File: src/rtl/reset_sequencer.sv
// -----------------------------------------------------------------------------
// reset_sequencer
//
// Power-on reset sequencer. After the board reset is released, all downstream
// domains are held for HOLD_CYCLES. The domains are then released one by one
// in index order. Each release is followed by a programmable dwell. When the
// last dwell expires, seq_done is raised and the block stays there until a
// restart or a board reset.
//
// Optional feature: define RSTSEQ_READY_EN to add a per-stage ready input.
// With it, a stage's dwell can end early, and the dwell time acts as a
// timeout. The sticky timeout flag reports any dwell that ended on the timer.
//
// Parameters
//   N_STAGES     number of sequenced reset outputs (>= 1)
//   CNT_W        dwell counter width
//   HOLD_CYCLES  initial hold of all resets (0 behaves as 1)
//   STAGE_CYCLES packed dwell table; field k = [k*CNT_W +: CNT_W], 0 behaves as 1
//   IDX_W        derived width of cur_stage
//
// Ports
//   clk        rising-edge clock
//   rst        asynchronous active-low reset
//   restart    synchronous soft restart; level-sampled every edge
//   ready      (RSTSEQ_READY_EN) per-stage early-advance request; level-sampled
//   stage_rst  active-high reset per domain; always a thermometer code
//   seq_done   high once every stage is released and the last dwell expired
//   cur_stage  number of stages currently released (0..N_STAGES)
//   timeout    (RSTSEQ_READY_EN) sticky: a dwell ended on the timer, not on ready
//   dbg_state  current FSM state (0 = HOLD, 1 = RUN, 2 = DONE)
//
// Handshake note: restart and ready are plain level requests with no
// acknowledge. The block acts on whatever value it samples at each rising
// edge, and no input has a combinational path to any output.
// -----------------------------------------------------------------------------
module reset_sequencer #(
  parameter int unsigned                N_STAGES     = 4,
  parameter int unsigned                CNT_W        = 32,
  parameter int unsigned                HOLD_CYCLES  = 2001,
  parameter logic [N_STAGES*CNT_W-1:0]  STAGE_CYCLES = {32'd20001, 32'd20001, 32'd40001, 32'd2001},
  localparam int unsigned               IDX_W        = $clog2(N_STAGES + 1)
) (
  input  logic                 clk,
  input  logic                 rst,
  input  logic                 restart,
`ifdef RSTSEQ_READY_EN
  input  logic [N_STAGES-1:0]  ready,
`endif
  output logic [N_STAGES-1:0]  stage_rst,
  output logic                 seq_done,
  output logic [IDX_W-1:0]     cur_stage,
`ifdef RSTSEQ_READY_EN
  output logic                 timeout,
`endif
  output logic [1:0]           dbg_state
);

  typedef enum logic [1:0] {
    S_HOLD = 2'd0,
    S_RUN  = 2'd1,
    S_DONE = 2'd2
  } state_t;

  // Effective hold length: a programmed 0 behaves as 1.
  localparam logic [CNT_W-1:0] HOLD_RAW = CNT_W'(HOLD_CYCLES);
  localparam logic [CNT_W-1:0] HOLD_LIM = (HOLD_RAW == '0) ? CNT_W'(1) : HOLD_RAW;

  state_t                state_q, state_d;
  logic [CNT_W-1:0]      cnt_q, cnt_d;
  logic [IDX_W-1:0]      cur_q, cur_d;
  logic [N_STAGES-1:0]   srst_q, srst_d;
  logic                  done_q, done_d;
`ifdef RSTSEQ_READY_EN
  logic                  to_q, to_d;
  logic                  ready_sel;
`endif

  logic [CNT_W-1:0]      t_lim [N_STAGES];
  logic [CNT_W-1:0]      dwell_lim;
  logic                  cnt_end;
  logic                  early;

  // Effective dwell per stage: a programmed 0 behaves as 1.
  for (genvar gk = 0; gk < N_STAGES; gk++) begin : g_lim
    assign t_lim[gk] = (STAGE_CYCLES[gk*CNT_W +: CNT_W] == '0) ? CNT_W'(1)
                                                                : STAGE_CYCLES[gk*CNT_W +: CNT_W];
  end

  // Thermometer code: bits at or above n stay in reset.
  function automatic logic [N_STAGES-1:0] therm(input logic [IDX_W-1:0] n);
    logic [N_STAGES-1:0] res;
    res = '0;
    for (int k = 0; k < int'(N_STAGES); k++) begin
      res[k] = (IDX_W'(k) >= n);
    end
    return res;
  endfunction

  // Select the dwell limit for the current state. With cur_stage == 0 the
  // hold limit applies. With cur_stage == k+1 the dwell of stage k applies.
  // In DONE the counter is frozen, so the value selected there is unused.
  always_comb begin
    dwell_lim = HOLD_LIM;
`ifdef RSTSEQ_READY_EN
    ready_sel = 1'b0;
`endif
    for (int k = 0; k < int'(N_STAGES); k++) begin
      if (cur_q == IDX_W'(k + 1)) begin
        dwell_lim = t_lim[k];
`ifdef RSTSEQ_READY_EN
        ready_sel = ready[k];
`endif
      end
    end
  end

  assign cnt_end = (cnt_q == (dwell_lim - CNT_W'(1)));

`ifdef RSTSEQ_READY_EN
  // ready for an already-passed stage is never selected, so it has no effect.
  assign early = (state_q == S_RUN) && ready_sel;
`else
  assign early = 1'b0;
`endif

  // Next-state and next-output logic.
  always_comb begin
    state_d = state_q;
    cnt_d   = cnt_q;
    cur_d   = cur_q;
    srst_d  = srst_q;
    done_d  = done_q;
`ifdef RSTSEQ_READY_EN
    to_d    = to_q;
`endif
    if (restart) begin
      // Restart overrides any advance that would happen on the same edge.
      state_d = S_HOLD;
      cnt_d   = '0;
      cur_d   = '0;
      srst_d  = '1;
      done_d  = 1'b0;
`ifdef RSTSEQ_READY_EN
      to_d    = 1'b0;
`endif
    end else begin
      case (state_q)
        S_HOLD: begin
          if (cnt_end) begin
            state_d = S_RUN;
            cnt_d   = '0;
            cur_d   = IDX_W'(1);
            srst_d  = therm(IDX_W'(1));
          end else begin
            cnt_d = cnt_q + CNT_W'(1);
          end
        end
        S_RUN: begin
          if (cnt_end || early) begin
            cnt_d = '0;
`ifdef RSTSEQ_READY_EN
            // The timer forced this advance because ready was still low.
            if (!early) begin
              to_d = 1'b1;
            end
`endif
            if (cur_q == IDX_W'(N_STAGES)) begin
              state_d = S_DONE;
              done_d  = 1'b1;
            end else begin
              cur_d  = cur_q + IDX_W'(1);
              srst_d = therm(cur_q + IDX_W'(1));
            end
          end else begin
            cnt_d = cnt_q + CNT_W'(1);
          end
        end
        S_DONE: begin
          // Absorbing: the counter and all outputs hold their values.
        end
        default: begin
          state_d = S_HOLD;
          cnt_d   = '0;
          cur_d   = '0;
          srst_d  = '1;
          done_d  = 1'b0;
        end
      endcase
    end
  end

  always_ff @(posedge clk or negedge rst) begin
    if (!rst) begin
      state_q <= S_HOLD;
      cnt_q   <= '0;
      cur_q   <= '0;
      srst_q  <= '1;
      done_q  <= 1'b0;
`ifdef RSTSEQ_READY_EN
      to_q    <= 1'b0;
`endif
    end else begin
      state_q <= state_d;
      cnt_q   <= cnt_d;
      cur_q   <= cur_d;
      srst_q  <= srst_d;
      done_q  <= done_d;
`ifdef RSTSEQ_READY_EN
      to_q    <= to_d;
`endif
    end
  end

  // Every output is driven directly by a flop.
  assign stage_rst = srst_q;
  assign seq_done  = done_q;
  assign cur_stage = cur_q;
  assign dbg_state = state_q;
`ifdef RSTSEQ_READY_EN
  assign timeout   = to_q;
`endif

endmodule

File: config.mk
export PLATFORM = sky130hd
export DESIGN_NAME = reset_sequencer
export DESIGN_NICKNAME = d
export VERILOG_FILES = /design/src/rtl/reset_sequencer.sv
export SDC_FILE = /design/constraint.sdc
export NUM_CORES = 1
export LEC_CHECK = 0
export ABC_AREA = 1
export CORE_ASPECT_RATIO = 1.25
export CORE_UTILIZATION = 50
export CTS_CLUSTER_SIZE = 20
export DETAILED_ROUTE_END_ITERATION = 6
export HOLD_SLACK_MARGIN = 0.05
export PLACE_DENSITY = 0.68
export SYNTH_ARGS = -nofsm -noshare
export SYNTH_HDL_FRONTEND = slang
export SYNTH_SLANG_ARGS = --single-unit
File: constraint.sdc
create_clock -name clk -period 2.1 [get_ports clk]
set_input_delay 0.21 -clock clk [delete_from_list [all_inputs] [get_ports clk]]
set_output_delay 0.21 -clock clk [all_outputs]
set_load 0.1 [all_outputs]
==> results.tsv, run 1 <==
stage	metric	value	unit
timing	worstMarginPinSlew	0.7644	ns
detailed_routing	routedWlPerCell	15.86	um
synth	synth-main-ff-cell	dfrtp_1	
worst_hold_path	hold_path_depth	2	
detailed_routing	drc	0	
timing	fin_crit	2.023	ns
synth	ys_ff_latch	42	
worst_setup_path	regToRegSetupSlack	0.08	ns
floorplan	die-height	90.29	um
worst_setup_path	max_stage_delay	0.52	ns
finish	n_fill_cell	567	
finish	diodes	0	
synth	ys_types	35	
timing	rsz0062_at_grt	yes	
placed_design	place_ws	0.02723	ns
worst_setup_path	cp_common_cell	nand2_2	
finish	final_cell_count_no_fill	548	
synth	synth_top_area_share	30.50	%
timing	max_freq	0.4944	GHz
worst_setup_path	crit_type	reg2reg	
timing	relSlewSlack	49.04	%
timing	skew	0.005838	ns
worst_setup_path	cp.required	2.29	ns
clocking	cts_made_buffers	5	
run_status	status	finished, final reports clean	
finish	regArea	1069	um2
synth	synthArstFlopShare	100.0	%
detailed_routing	top_layer	met4	
placed_design	routabilityCongestion	0.9527	
placed_design	port_buffers	12	
pwr	ir_drop	0.0003186	V
timing	period_share	96.33	%
worst_setup_path	critPathCaptureType	flip-flop	
detailed_routing	wl_met3	399	um
global_route	antenna_found_initial	0	
finish	fin_nets	476	
detailed_routing	ant_nets	0	
synth	syn-num-nets	444	
global_route	grt_pass1_wl	14280	um
clocking	clock-sinks	42	
detailed_routing	routed_wl	8691	um
clocking	cts_tree	yes	
worst_setup_path	reg2reg_from	cur_stage[1]	
timing	hold_violations	0	
floorplan	rows	31	
clocking	ctsLongestPathBuffers	2	
placed_design	dpl.cell_count	531	
detailed_routing	drt_pass1_iterations	5	
synth	synth_area_leaders	dfrtp_1, nand2_1, inv_1, nor2_1, nand3_1	
synth	netlist_area	3118	um2
clocking	clk_latency	0.30	ns
floorplan	die_x	72.63	um
timing	layout_setup_ws	0.07717	ns
worst_setup_path	worstPathMaxFanout	8	
worst_hold_path	min_to	stage_rst[0]	
job	cap_viol_max_count	0	
clocking	cts-root-buf	clkbuf_8	
synth	synthTopCellsByCount	nand2_1, inv_1, nor2_1	
detailed_routing	avgViaCountPerCell	5.482	
synth	yosysSeqAreaShare	33.87	%
worst_hold_path	worstHoldStart	stage_rst[0]	
synth	synthCells	433	
pwr	p_per_area	531.8	nW/um2
placed_design	dp.final_hpwl	6454	um
worst_setup_path	r2r_cells	13	
clocking	clk_pin_slew	0.08	ns
worst_setup_path	timing.rr.end	cnt_q[3]	
floorplan	io_pins	13	
global_route	grt_usage	28.29	%
global_route	overflow	0	
finish	utilization	62.12	%
finish	multi_input_area	1884	um2
worst_hold_path	hp-class	reg2reg	
finish	area_delta_synth_final	17.46	%
clocking	htree_levels	2	
synth	synth_edf_count	0	
synth	synth-warning-count	0	
floorplan	dieArea	6558	um2
floorplan	core	5896	um2
timing	setup_violations	0	
detailed_routing	wl_met2	4280	um
finish	drive_gt1_share	21.67	%
detailed_routing	drtIter0Drc	238	
detailed_routing	num_vias	3004	
synth	synth_most_common_cell	nand2_1	
worst_setup_path	worstPathCellList	ha_4 > ha_4 > inv_4 > nand3_4 > nand2_2 > nand2_2 > nor2_2 > nand2_2 > nor2_4 > nand2_4 > nand2_8 > clkbuf_16 > a21oi_2	
synth	yosysTopAreaCell	dfrtp_1	
worst_setup_path	start_kind	flip-flop	
pwr	power.leakage	1.547	nW
worst_setup_path	critPathArrivalTime	2.21	ns
global_route	grt_max_degree	35	
worst_setup_path	slowest_stage	dfrtp_4	
timing	drv_slew	0	
synth	synth.avg_cell_area	7.201	um2
floorplan	start_util	52.89	%
global_route	first_global_vias	2898	
detailed_routing	route.layer.met1.wl	3736	um
## layout make-up
class	instances	area share [%]
clock buffers	8	2.460
flip-flops and latches	42	29.18
well taps	82	2.801
inverters	56	5.808
repair buffers	34	8.302
multi-input cells	326	51.45
## critical path: cells and delay by family (launching register included)
family / cells / cell delay (ns)
and+or+nand+nor: 8 / 0.75
DFF: 1 / 0.52
adders and majority gates: 2 / 0.36
buffers and inverters: 2 / 0.24
AOI/OAI and AO/OA: 1 / 0.05
## power breakdown
group	switching (W)	leakage [nW]	internal, W	total (W)
Clock	0.000294	0.0455	0.000269	0.000563
Combinational	0.000321	0.941	0.000161	0.000483
Sequential	0.0000453	0.560	0.000857	0.000903
Total	0.000660	1.55	0.00129	0.00195
## metrics by stage
| stage | power (W) | hold WS, ns | cell area [um2] | TNS [ns] |
|---|---|---|---|---|
| CTS | 0.001927 | 0.4706 | 3500 | 0 |
| finish | 0.001948 | 0.4642 | 3662 | 0 |
| global placement | 0.001357 | 0.3269 | 3400 | 0 |
| global route | 0.002033 | 0.4853 | 3662 | -0.8483 |
| detailed placement | 0.001363 | 0.3359 | 3400 | 0 |
| floorplan | 0.001219 | -0.08559 | 3147 | 0 |
## per-layer routing
metal | vias to the layer above | global-route usage (%)
met5 | - | 0
met4 | 0 | 13.24
met2 | 109 | 45.87
met1 | 1388 | 36.46
met3 | 28 | 4.353
li1 | 1479 | -
## flip-flops by register name, summed over array words and instances (netlist names)
name	cells
cnt_q	32
stage_rst	4
cur_stage	3
dbg_state	2
seq_done	1
## placed cells by master (no fill, tap or decap), types with 2 or more instances in the layout
cell type	instances
dfstp_2	4
nor2_1	49
o31ai_1	2
inv_1	50
o21ai_1	3
nand3_1	35
nand2_1	106
nor2_4	4
nand2_8	2
clkbuf_1	2
nand2_2	9
a21oi_1	3
ha_1	4
a21oi_2	7
or2_2	2
nand4_1	23
nor3_2	2
dfrtp_4	3
buf_12	2
buf_4	27
ha_4	3
inv_2	3
dfrtp_1	34
clkinv_1	2
nand3_2	6
xor2_1	14
nand2_4	2
o22ai_2	9
nor3_1	17
clkbuf_8	6
o21ai_0	15
## kinds of logic (layout without fill, tap and decap cells)
family,count (synthesis),after routing,synth area share [%]
compound gates,42,42,10.31
xor+xnor,15,15,4.214
fa+ha+maj,8,8,3.210
buf+inv,66,98,8.869
flops,42,42,33.87
simple gates,260,261,39.53
## worst max-delay path by stage
stage                       startpoint      endpoint  depth (start not counted)
after floorplan           cur_stage[0]      cnt_q[7]                         13
after global placement    cur_stage[1]  cur_stage[0]                         14
after detailed placement  cur_stage[1]  cur_stage[0]                         14
after CTS                 cur_stage[1]  cur_stage[0]                         14
after global routing      cur_stage[1]  cur_stage[2]                         14
final                     cur_stage[1]      cnt_q[3]                         13
## timing repair
action | CTS | global route
endpoints found under the setup margin | 0 | 21
resized for setup | 0 | 19
hold buffers | 1 | 0
buffers inserted | 0 | 6
endpoints found under the hold margin | 28 | 0
Note: power is estimated with default switching activity, not from simulation.
==> run 2: changes to the inputs <==
Settings changed: CORE_MARGIN from default to 5.
==> run 2 against run 1 <==
Clock-buffer cell count down 2. Largest power group unchanged. Sequential share of layout area rose by 0.28 points. Clock power up 45%. Global-route usage down 5.7 points. Power up 11%. Utilization shrank 2.9 points. Sequential power about the same. Critical path depth unchanged.
==> results.tsv, run 2 (synthesis results as in run 1) <==
stage	metric	value	unit	change
run_status	status	finished, final reports clean		
job	cap_viol_max_count	0		unchanged
clocking	ctsLongestPathBuffers	2		unchanged
timing	layout_setup_ws	0.08118	ns	+0.004003 ns
detailed_routing	num_vias	2932		-2.4%
finish	fin_nets	471		-1.1%
placed_design	dp.final_hpwl	6548	um	+1.5%
finish	area_delta_synth_final	16.33	%	
timing	max_freq	0.4953	GHz	+0.20%
timing	whs	0.3293	ns	-0.1349 ns
floorplan	io_pins	13		unchanged
placed_design	placed_area	3391	um2	-0.26%
worst_setup_path	worstPathMaxFanout	12		+4
worst_setup_path	start_kind	flip-flop		
floorplan	rows	32		+3.2%
finish	diodes	0		unchanged
floorplan	start_util	50.90	%	-2.0 points
clocking	clk_pin_slew	0.10	ns	+0.02 ns
detailed_routing	avgViaCountPerCell	5.370		-2.0%
timing	drv_slew	0		unchanged
timing	setup_violations	0		unchanged
finish	final_cell_count_no_fill	546		-0.36%
finish	largest_register	cnt_q		
worst_setup_path	cp.required	2.28	ns	about the same
clocking	htree_levels	2		unchanged
timing	worstMarginPinSlew	0.5048	ns	-0.2596 ns
finish	multi_input_area	1849	um2	-1.9%
detailed_routing	routedWlPerCell	15.40	um	-2.9%
global_route	overflow	0		unchanged
placed_design	place_ws	0.008214	ns	-0.01901 ns
finish	final_common_cell	nand2_1		
timing	skew	0.01424	ns	+0.008397 ns
global_route	first_global_vias	2911		+0.45%
finish	mostFrequentLayoutCells	nand2_1, inv_1, nor2_1		
pwr	ir_drop	0.0004119	V	+29%
floorplan	die_x	80.63	um	+11%
worst_setup_path	crit_type	reg2reg		
floorplan	die-height	98.29	um	+8.9%
global_route	antenna_found_initial	0		unchanged
clocking	cts_tree	yes		
global_route	grt_pass1_wl	14000	um	-1.9%
finish	regArea	1069	um2	unchanged
clocking	clk_latency	0.30	ns	about the same
worst_hold_path	hp-class	in2async		
detailed_routing	ant_nets	0		unchanged
detailed_routing	drc	0		unchanged
floorplan	dieArea	7925	um2	+21%
pwr	power.leakage	1.532	nW	-0.93%
finish	n_fill_cell	608		+7.2%
worst_setup_path	critPathArrivalTime	2.20	ns	about the same
clocking	cts-root-buf	clkbuf_8		
clocking	clock-sinks	42		unchanged
finish	final_area	3627	um2	-0.96%
timing	period_share	96.13	%	-0.19 points
placed_design	port_buffers	12		unchanged
placed_design	dpl.cell_count	534		+0.56%
timing	fin_crit	2.019	ns	-0.004003 ns
finish	largest_register_ffs	32		unchanged
pwr	p_per_area	598.2	nW/um2	+12%
clocking	cts_made_buffers	5		unchanged
timing	relSlewSlack	66.14	%	+17 points
placed_design	routabilityCongestion	0.9438		-0.93%
global_route	grt_max_degree	29		-17%
timing	hold_violations	0		unchanged
detailed_routing	routed_wl	8409	um	-3.2%
detailed_routing	drt_pass1_iterations	4		-1
floorplan	core	6126	um2	+3.9%
worst_setup_path	critPathCaptureType	flip-flop		
timing	setup_tns	0	ns	unchanged
finish	drive_gt1_share	21.26	%	-0.42 points
detailed_routing	drtIter0Drc	162		-32%
global_route	grt_usage	22.60	%	-5.7 points
## run 2: metal layers
layer	vias to the layer above	GRT usage, %	part of all wire [%]
met2	79	38.01	49
met5	-	0	0
li1	1469	-	-
met3	22	4.428	4.7
met4	0	7.672	2.9
met1	1362	28.60	44
## run 2: area by class of cell
type / count / area share [%]
Multi-Input combinational cell: 325 / 50.98
Tap cell: 85 / 2.932
Timing Repair Buffer: 30 / 6.830
Sequential cell: 42 / 29.46
Inverter: 56 / 5.864
Clock buffer: 6 / 2.277
Clock inverter: 2 / 1.656
## run 2: per-stage QoR
| step | power [W] | utilization (%) |
|---|---|---|
| finish | 0.002170 | 59.21 |
| global route | 0.002267 | 59.21 |
| CTS | 0.002175 | 57.90 |
| detailed placement | 0.001357 | 55.35 |
| global placement | 0.001353 | 55.35 |
| floorplan | 0.001219 | - |
## run 2: worst paths after layout
kind                              start      endpoint  slack [ns]  cells past startpoint
max                        cur_stage[1]      cnt_q[6]        0.08                     13
max reg2reg                cur_stage[1]      cnt_q[6]        0.08                     13
min reg2reg                stage_rst[2]  stage_rst[2]        0.47                      2
min                                 rst     cnt_q[17]        0.33                      2
min in group clk           stage_rst[2]  stage_rst[2]        0.47                      2
max in group asynchronous           rst  stage_rst[3]        1.02                      3
## run 2: timing repair
item,in CTS,in global routing
gates cloned,0,0
endpoints found under the setup margin,1,24
setup buffers,0,3
hold buffers,1,0
endpoints found under the hold margin,14,0
resized for setup,1,16
pin swaps,0,12
## run 2: power breakdown
group          internal (W)  leakage, nW  switching, W  total (W)
Combinational      0.000146        0.901      0.000306   0.000452
Clock              0.000508       0.0714      0.000308   0.000816
Sequential         0.000857        0.560     0.0000450   0.000902
Total               0.00151         1.53      0.000659    0.00217
## run 2: worst max-delay path: stages (launching register included)
cell and delay [ns]:
dfrtp_4 0.52, ha_4 0.19, ha_4 0.17, inv_4 0.08
nand3_4 0.08, nand2_2 0.08, nand2_2 0.05, nor2_2 0.12
nand2_2 0.07, nor2_4 0.12, nand2_4 0.07, nand2_8 0.11
buf_12 0.16, o22ai_2 0.07
==> run 3: changes to the inputs <==
Settings changed: SETUP_SLACK_MARGIN from default to 0.05.
==> run 3 against run 2 <==
Sequential power hardly changed. Power up 2.0%. Worst setup slack gained 0.027 ns. Final cell count up 1.1%. Wire length up 3.3%. Sequential share of layout area shrank 0.80 points. Design area rose by 2.8%. Fmax is 1.4% higher. Utilization increased by 1.7 points. Clock skew is 0.0036 ns lower. Via count increased by 3.6%. Hold slack better by 0.14 ns. Largest power group unchanged. Highest routed layer unchanged.
==> results.tsv, run 3 (synthesis results as in run 1) <==
stage	metric	value	unit	change
detailed_routing	drc	0		unchanged
finish	diodes	0		unchanged
finish	n_fill_cell	563		-7.4%
global_route	first_global_vias	2894		-0.58%
worst_setup_path	start_kind	flip-flop		
worst_setup_path	critPathCaptureType	flip-flop		
global_route	overflow	0		unchanged
timing	relSlewSlack	53.66	%	-12 points
placed_design	placed_area	3410	um2	+0.55%
clocking	clock-sinks	42		unchanged
global_route	grt_max_degree	32		+10%
global_route	grt_pass1_wl	14040	um	+0.29%
detailed_routing	ant_nets	0		unchanged
timing	hold_violations	0		unchanged
clocking	clk_latency	0.31	ns	about the same
detailed_routing	drtIter0Drc	235		+45%
timing	fin_crit	1.991	ns	-0.02734 ns
worst_setup_path	cp.required	2.35	ns	+0.07 ns
run_status	status	finished, final reports clean		
floorplan	dieArea	7925	um2	unchanged
timing	setup_tns	0	ns	unchanged
detailed_routing	routedWlPerCell	15.74	um	+2.2%
clocking	cts_tree	yes		
timing	rsz0062_at_grt	yes		
worst_setup_path	critPathArrivalTime	2.24	ns	+0.04 ns
worst_setup_path	worstPathMaxFanout	6		-6
detailed_routing	avgViaCountPerCell	5.502		+2.5%
detailed_routing	routed_wl	8686	um	+3.3%
clocking	cts_made_buffers	5		unchanged
timing	skew	0.01068	ns	-0.003551 ns
floorplan	die_x	80.63	um	unchanged
worst_setup_path	crit_type	reg2reg		
clocking	ctsLongestPathBuffers	2		unchanged
timing	drv_slew	0		unchanged
pwr	ir_drop	0.0003943	V	-4.3%
clocking	htree_levels	2		unchanged
timing	period_share	94.83	%	-1.3 points
finish	final_common_cell	nand2_1		
finish	largest_register	cnt_q		
finish	final_cell_count_no_fill	552		+1.1%
pwr	p_per_area	593.7	nW/um2	-0.75%
finish	multi_input_area	1876	um2	+1.4%
floorplan	rows	32		unchanged
detailed_routing	drt_pass1_iterations	5		+1
timing	setup_violations	0		unchanged
finish	largest_register_ffs	32		unchanged
finish	mostFrequentLayoutCells	nand2_1, inv_1, nor2_1		
floorplan	core	6126	um2	unchanged
placed_design	dp.final_hpwl	6380	um	-2.6%
worst_hold_path	hp-class	reg2reg		
global_route	antenna_found_initial	0		unchanged
clocking	clk_pin_slew	0.09	ns	about the same
floorplan	io_pins	13		unchanged
placed_design	dpl.cell_count	532		-0.37%
floorplan	die-height	98.29	um	unchanged
finish	area_delta_synth_final	19.58	%	
placed_design	routabilityCongestion	0.9913		+5.0%
global_route	grt_usage	22.85	%	+0.25 points
finish	regArea	1069	um2	unchanged
finish	fin_nets	477		+1.3%
placed_design	port_buffers	12		unchanged
pwr	power.leakage	1.583	nW	+3.3%
placed_design	place_ws	0.06505	ns	+0.05683 ns
job	cap_viol_max_count	0		unchanged
finish	drive_gt1_share	21.63	%	+0.37 points
finish	final_area	3729	um2	+2.8%
timing	layout_setup_ws	0.1085	ns	+0.02734 ns
timing	max_freq	0.5021	GHz	+1.4%
detailed_routing	num_vias	3037		+3.6%
timing	worstMarginPinSlew	0.6951	ns	+0.1902 ns
floorplan	start_util	50.90	%	unchanged
clocking	cts-root-buf	clkbuf_8		
[run 3: cell count changes in the layout (fill, tap and decap cells not counted), moves of 2 or more]
cell | previous run | this run
ha_2 | 2 | 0
nand2_2 | 10 | 8
ha_4 | 2 | 4
nand2_1 | 105 | 107
buf_4 | 25 | 28
buf_12 | 1 | 3
[run 3: area by class of cell]
type | count | area share [%]
timing repair buffer | 35 | 8.591
multi-input combinational | 326 | 50.30
tap | 85 | 2.852
clock buffer | 6 | 2.215
clock inverter | 2 | 1.611
sequential | 42 | 28.66
inverter | 56 | 5.772
[run 3: what timing repair did]
action,4_1_cts,5_1_grt
endpoints found under the setup margin,7,24
endpoints found under the hold margin,25,0
resized for setup,0,10
pin swaps,1,5
hold buffers,1,0
cloned,0,2
buffers inserted,4,5
[run 3: critical path, stage by stage, from the launching register on]
cell and delay, ns:
dfrtp_4 0.52, ha_4 0.19, ha_4 0.17, inv_4 0.07
nand3_4 0.09, nand2_2 0.08, nand2_1 0.05, nor2_1 0.08
nand2_1 0.09, nor2_4 0.11, nand2_4 0.10, nand2_8 0.11
buf_12 0.12, nand3_1 0.06, nand2_1 0.09
[run 3: report_power, final]
group / switching (W) / internal [W] / total [W]
clock: 0.000318 / 0.000508 / 0.000825
combinational: 0.000320 / 0.000164 / 0.000484
sequential: 0.0000474 / 0.000857 / 0.000905
total: 0.000685 / 0.00153 / 0.00221
[run 3: worst paths after layout]
kind                       depth (start not counted)    startpoint  slack, ns      endpoint
setup reg to reg                                  14  cur_stage[0]       0.11  cur_stage[0]
hold reg to reg                                    2  stage_rst[3]       0.46  stage_rst[3]
hold / removal                                     2  stage_rst[3]       0.46  stage_rst[3]
min in group asynchronous                          2           rst       0.48     cnt_q[17]
setup / recovery                                  14  cur_stage[0]       0.11  cur_stage[0]
max in group asynchronous                          3           rst       0.96     cnt_q[27]
[run 3: per-layer routing]
metal	track usage (%)	vias to the layer above	wire length (um)
met1	29.09	1424	3798
met5	0	-	0
met2	38.78	98	4243
li1	-	1492	-
met3	3.506	23	388
met4	8.062	0	256
[run 3: metrics by stage]
stage | hold slack [ns] | total power (W) | util (%)
after CTS | 0.4685 | 0.002190 | 58.84
after detailed placement | 0.2959 | 0.001361 | 55.66
after floorplan | -0.08559 | 0.001224 | -
after global routing | 0.4785 | 0.002299 | 60.87
final | 0.4645 | 0.002214 | 60.87
after global placement | 0.2891 | 0.001354 | 55.66
==> RTL change 1: new RTL, settings of run 2 <==
`CNT_W`: 32 -> 40.
--- a/src/rtl/reset_sequencer.sv
+++ b/src/rtl/reset_sequencer.sv
@@ -35,7 +35,7 @@
 // -----------------------------------------------------------------------------
 module reset_sequencer #(
   parameter int unsigned                N_STAGES     = 4,
-  parameter int unsigned                CNT_W        = 32,
+  parameter int unsigned                CNT_W        = 40,
   parameter int unsigned                HOLD_CYCLES  = 2001,
   parameter logic [N_STAGES*CNT_W-1:0]  STAGE_CYCLES = {32'd20001, 32'd20001, 32'd40001, 32'd2001},
   localparam int unsigned               IDX_W        = $clog2(N_STAGES + 1)
Behaviour: same outputs for any inputs over 10 cycles, from zero or initial values and one cycle with rst low; that may be too few to reach the edited logic, so the function may still have changed.
==> RTL change 1 against run 2 <==
  * The flow now finishes with violations (setup timing)
  * Combinational power is 4% lower
  * Synthesized area is 23% higher
  * Clock power down 14%
  * Setup slack got worse by 710 ps
  * Count of clock-buffer cells in the layout stayed put
  * Critical path type unchanged
  * Power rose by 0.36%
  * Routed wire length grew 41%
  * Critical endpoint is now cur_stage[2]$_DFFE_PN0P_
  * Highest routed layer unchanged
  * Sequential cell count is 8 higher
  * Largest cell class unchanged
  * Final area grew 34%
  * Core utilization rose by 6.3 points
==> RTL change 1: results (changes against run 2) <==
multi_input_cells: 410  # +26%
fin_skew_ps: 9.309  # -4.926 ps
drt_iter0_markers: 207  # +28%
avgSynthCellArea_sq_um: 6.929  # -3.8%
design.seq.count: 50  # +19%
seq_area_frac_synth_pct: 32.84  # -1.0 points
fin_ws_ps: -627.5  # -708.7 ps
buf_share_pct: 14.61  # +7.8 points
status: "complete, but fails checks"
violations: "setup timing"
placed_cells: 709  # +33%
synthTopCellsByArea: "dfrtp_1 (30%), nand2_1 (13%), inv_1 (7.4%)"
grt_max_degree: 33  # +14%
setup_violations: 44  # +44
met2_usage_pct: 44.01  # +6.0 points
cts_setup_buffers: 3  # +3
worst_pin_slew_ps: 492.8  # -12.03 ps
p_leak_nw: 2.246  # +47%
dp_hpwl_mm: 9.256  # +41%
buffers_excl_clock: 84  # +180%
synth_cell_type_count: 38  # +8.6%
cp_max_fo: 8  # -4
grt_use_met1_pct: 32.19  # +3.6 points
largest_reg_flops: 40  # +25%
layout-drive-gt1-share_pct: 24.05  # +2.8 points
nNetsFinal: 643  # +37%
crit_arrival_ps: 2930  # +730 ps
RTL change 1: cell count changes after synthesis, sizes merged, moves of 4 or more:
| cell | change |
|---|---|
| nand3 | +9 |
| o22ai | +14 |
| a21oi | -6 |
| clkbuf | +4 |
| inv | +24 |
| o21ai | +14 |
| nand2 | +23 |
| xor2 | +15 |
| dfrtp | +8 |
| nor2 | +13 |
RTL change 1: cells by family after synthesis:
logic type / Yosys count
compound gates: 64
xor+xnor: 31
fa+ha+maj: 9
buf+inv: 92
flops: 50
simple gates: 306
RTL change 1: through the flow:
step                setup slack [ps]  power, mW  hold WS, ps  area [sq um]
finish                        -627.5      2.178        385.2          4846
global route                  -801.4      2.273        416.4          4846
CTS                           -580.4      2.173        402.1          4755
detailed placement            -675.8      1.455        202.6          4567
global placement              -581.0      1.451        187.7          4567
floorplan                     -807.6      1.297       -85.59          3895
RTL change 1: where the power goes:
group	internal, mW	switching, mW
Clock	0.356	0.346
Sequential	1.00	0.0394
Combinational	0.159	0.276
==> RTL change 2: new RTL, settings of run 2 <==
Made on the original files. Put one more register stage on the output `dbg_state`, with the module's reset. The value now appears one clock later. The other outputs are not delayed to match.
--- a/src/rtl/reset_sequencer.sv
+++ b/src/rtl/reset_sequencer.sv
@@ -215,7 +215,13 @@
   assign stage_rst = srst_q;
   assign seq_done  = done_q;
   assign cur_stage = cur_q;
-  assign dbg_state = state_q;
+  always_ff @(posedge clk or negedge rst) begin
+    if (!rst) begin
+      dbg_state <= '0;
+    end else begin
+      dbg_state <= state_q;
+    end
+  end
 `ifdef RSTSEQ_READY_EN
   assign timeout   = to_q;
 `endif
Behaviour: same outputs for any inputs over 10 cycles, from zero or initial values and one cycle with rst low; that may be too few to reach the edited logic, so the function may still have changed.
==> RTL change 2 against run 2 <==
  * Worst hold slack better by 21 ps
  * Sequential cell count rose by 2
  * Count of clock-buffer cells in the layout shrank 1
  * Highest routed layer unchanged
  * Critical path type unchanged
  * Synthesized cell count is 1.2% higher
  * Power down 3.9%
  * Routed wire length hardly changed
  * Setup slack better by 21 ps
  * Final area decreased by 1.6%
  * Synthesized area fell by 1.5%
==> RTL change 2: results (changes against run 2) <==
synthTopCellsByArea: "dfrtp_1 (33%), nand2_1 (14%), inv_1 (7.1%)"
cp_max_fo: 7  # -5
p_per_area_nw_per_um2: 584.4  # -2.3%
p_sw_share_pct: 25.64  # -4.7 points
drt_iter0_markers: 108  # -33%
gp_congestion: 0.9713  # +2.9%
layout-drive-gt1-share_pct: 15.30  # -6.0 points
synth-main-ff-cell: "dfrtp_1"
p_leak_nw: 1.494  # -2.5%
placed_cells: 537  # +0.56%
first_global_vias: 2986  # +2.6%
fin_skew_ps: 7.367  # -6.868 ps
avgSynthCellArea_sq_um: 7.010  # -2.6%
nNetsFinal: 474  # +0.64%
regMostFlops: "cnt_q"
pre_cts_ws_ps: 8.952  # +0.7374 ps
status: "complete, no violations"
peakVddDrop_mv: 0.5162  # +25%
comb-power_uw: 259  # -43%
viasPerCell: 5.384  # +0.27%
grt_pass1_wl_mm: 14.15  # +1.1%
ys_top_cells_by_count: "nand2_1 (118), inv_1 (58), nor2_1 (53)"
seq_area_frac_synth_pct: 36.02  # +2.2 points
timing.final.crit_share_pct: 95.15  # -0.98 points
worst_pin_slew_ps: 730.7  # +225.8 ps
stdcell_count: 549  # +0.55%
synth_cell_type_count: 30  # -14%
dp_hpwl_mm: 6.494  # -0.82%
wl_per_cell_um: 15.31  # -0.57%
grtUsageTotal_pct: 23.07  # +0.48 points
==> RTL change 2: changes by cell type after synthesis, moves of 4 or more <==
| cell | change |
|---|---|
| nor3_1 | +5 |
| inv_1 | +6 |
| nand3_2 | -6 |
| nand2_1 | +9 |
| nand4_1 | -4 |
| nor2_2 | +4 |
| a21oi_1 | +5 |
| a21oi_2 | -6 |
==> RTL change 2: repair_timing <==
item / in CTS / in global routing
pin swaps: 0 / 4
hold endpoints to repair: 14 / 0
gates resized for setup: 0 / 9
setup endpoints to repair: 2 / 21
cloned: 0 / 0
hold buffers: 1 / 0
setup buffers: 2 / 1
==> RTL change 2: per-layer routing <==
metal / global-route usage [%] / vias up / share of wire, %
met2: 40.82 / 76 / 52
met4: 11.44 / 0 / 4.5
met1: 25.95 / 1390 / 39
met5: 0 / - / 0
met3: 3.989 / 28 / 4.8
li1: - / 1462 / -
==> RTL change 2: path summary, 6_finish.rpt <==
path                                          startpoint  cells past startpoint  slack (ps)                       end
worst max-delay path            cur_stage[1]$_DFFE_PN0P_                     15         100  cur_stage[0]$_DFFE_PN0P_
worst min-delay path                                 rst                      2         350     cnt_q[19]$_DFFE_PN0P_
worst max register to register  cur_stage[1]$_DFFE_PN0P_                     15         100  cur_stage[0]$_DFFE_PN0P_
worst min register to register  stage_rst[2]$_DFFE_PN1P_                      2         470  stage_rst[2]$_DFFE_PN1P_
max in group asynchronous                            rst                      3        1150  stage_rst[2]$_DFFE_PN1P_
min in group clk                stage_rst[2]$_DFFE_PN1P_                      2         470  stage_rst[2]$_DFFE_PN1P_
==> RTL change 2: area by class of cell <==
cell class	instances	area, sq um
well taps	85	106.4
fillers	587	2517
inverters	59	224.0
multi-input cells	326	1740
clock inverters	3	90.09
flip-flops and latches	44	1117
clock buffers	5	68.82
repair buffers	27	221.5
==> RTL change 2: cell families after synthesis <==
family	Yosys count	share of synthesized area, %
DFF	44	36.02
buffers and inverters	68	9.291
adders and majority gates	8	3.260
AOI/OAI and AO/OA	39	9.332
xor gates and xnor gates	16	4.564
and+or+nand+nor	263	37.53
==> RTL change 2: critical path, delay by kind of cell, from the launching register on <==
kind	cells	cell delay, ps
flip-flops	1	510
adder cells (fa/ha/maj)	2	340
buffers and inverters	2	210
AND/OR/NAND/NOR	11	830
==> RTL change 2: per-stage QoR <==
stage               instance area (sq um)  hold slack (ps)
detailed placement                   3342            156.5
CTS                                  3526            365.8
global route                         3568            395.7
global placement                     3342            159.6
finish                               3568            350.0
floorplan                            3114           -85.59
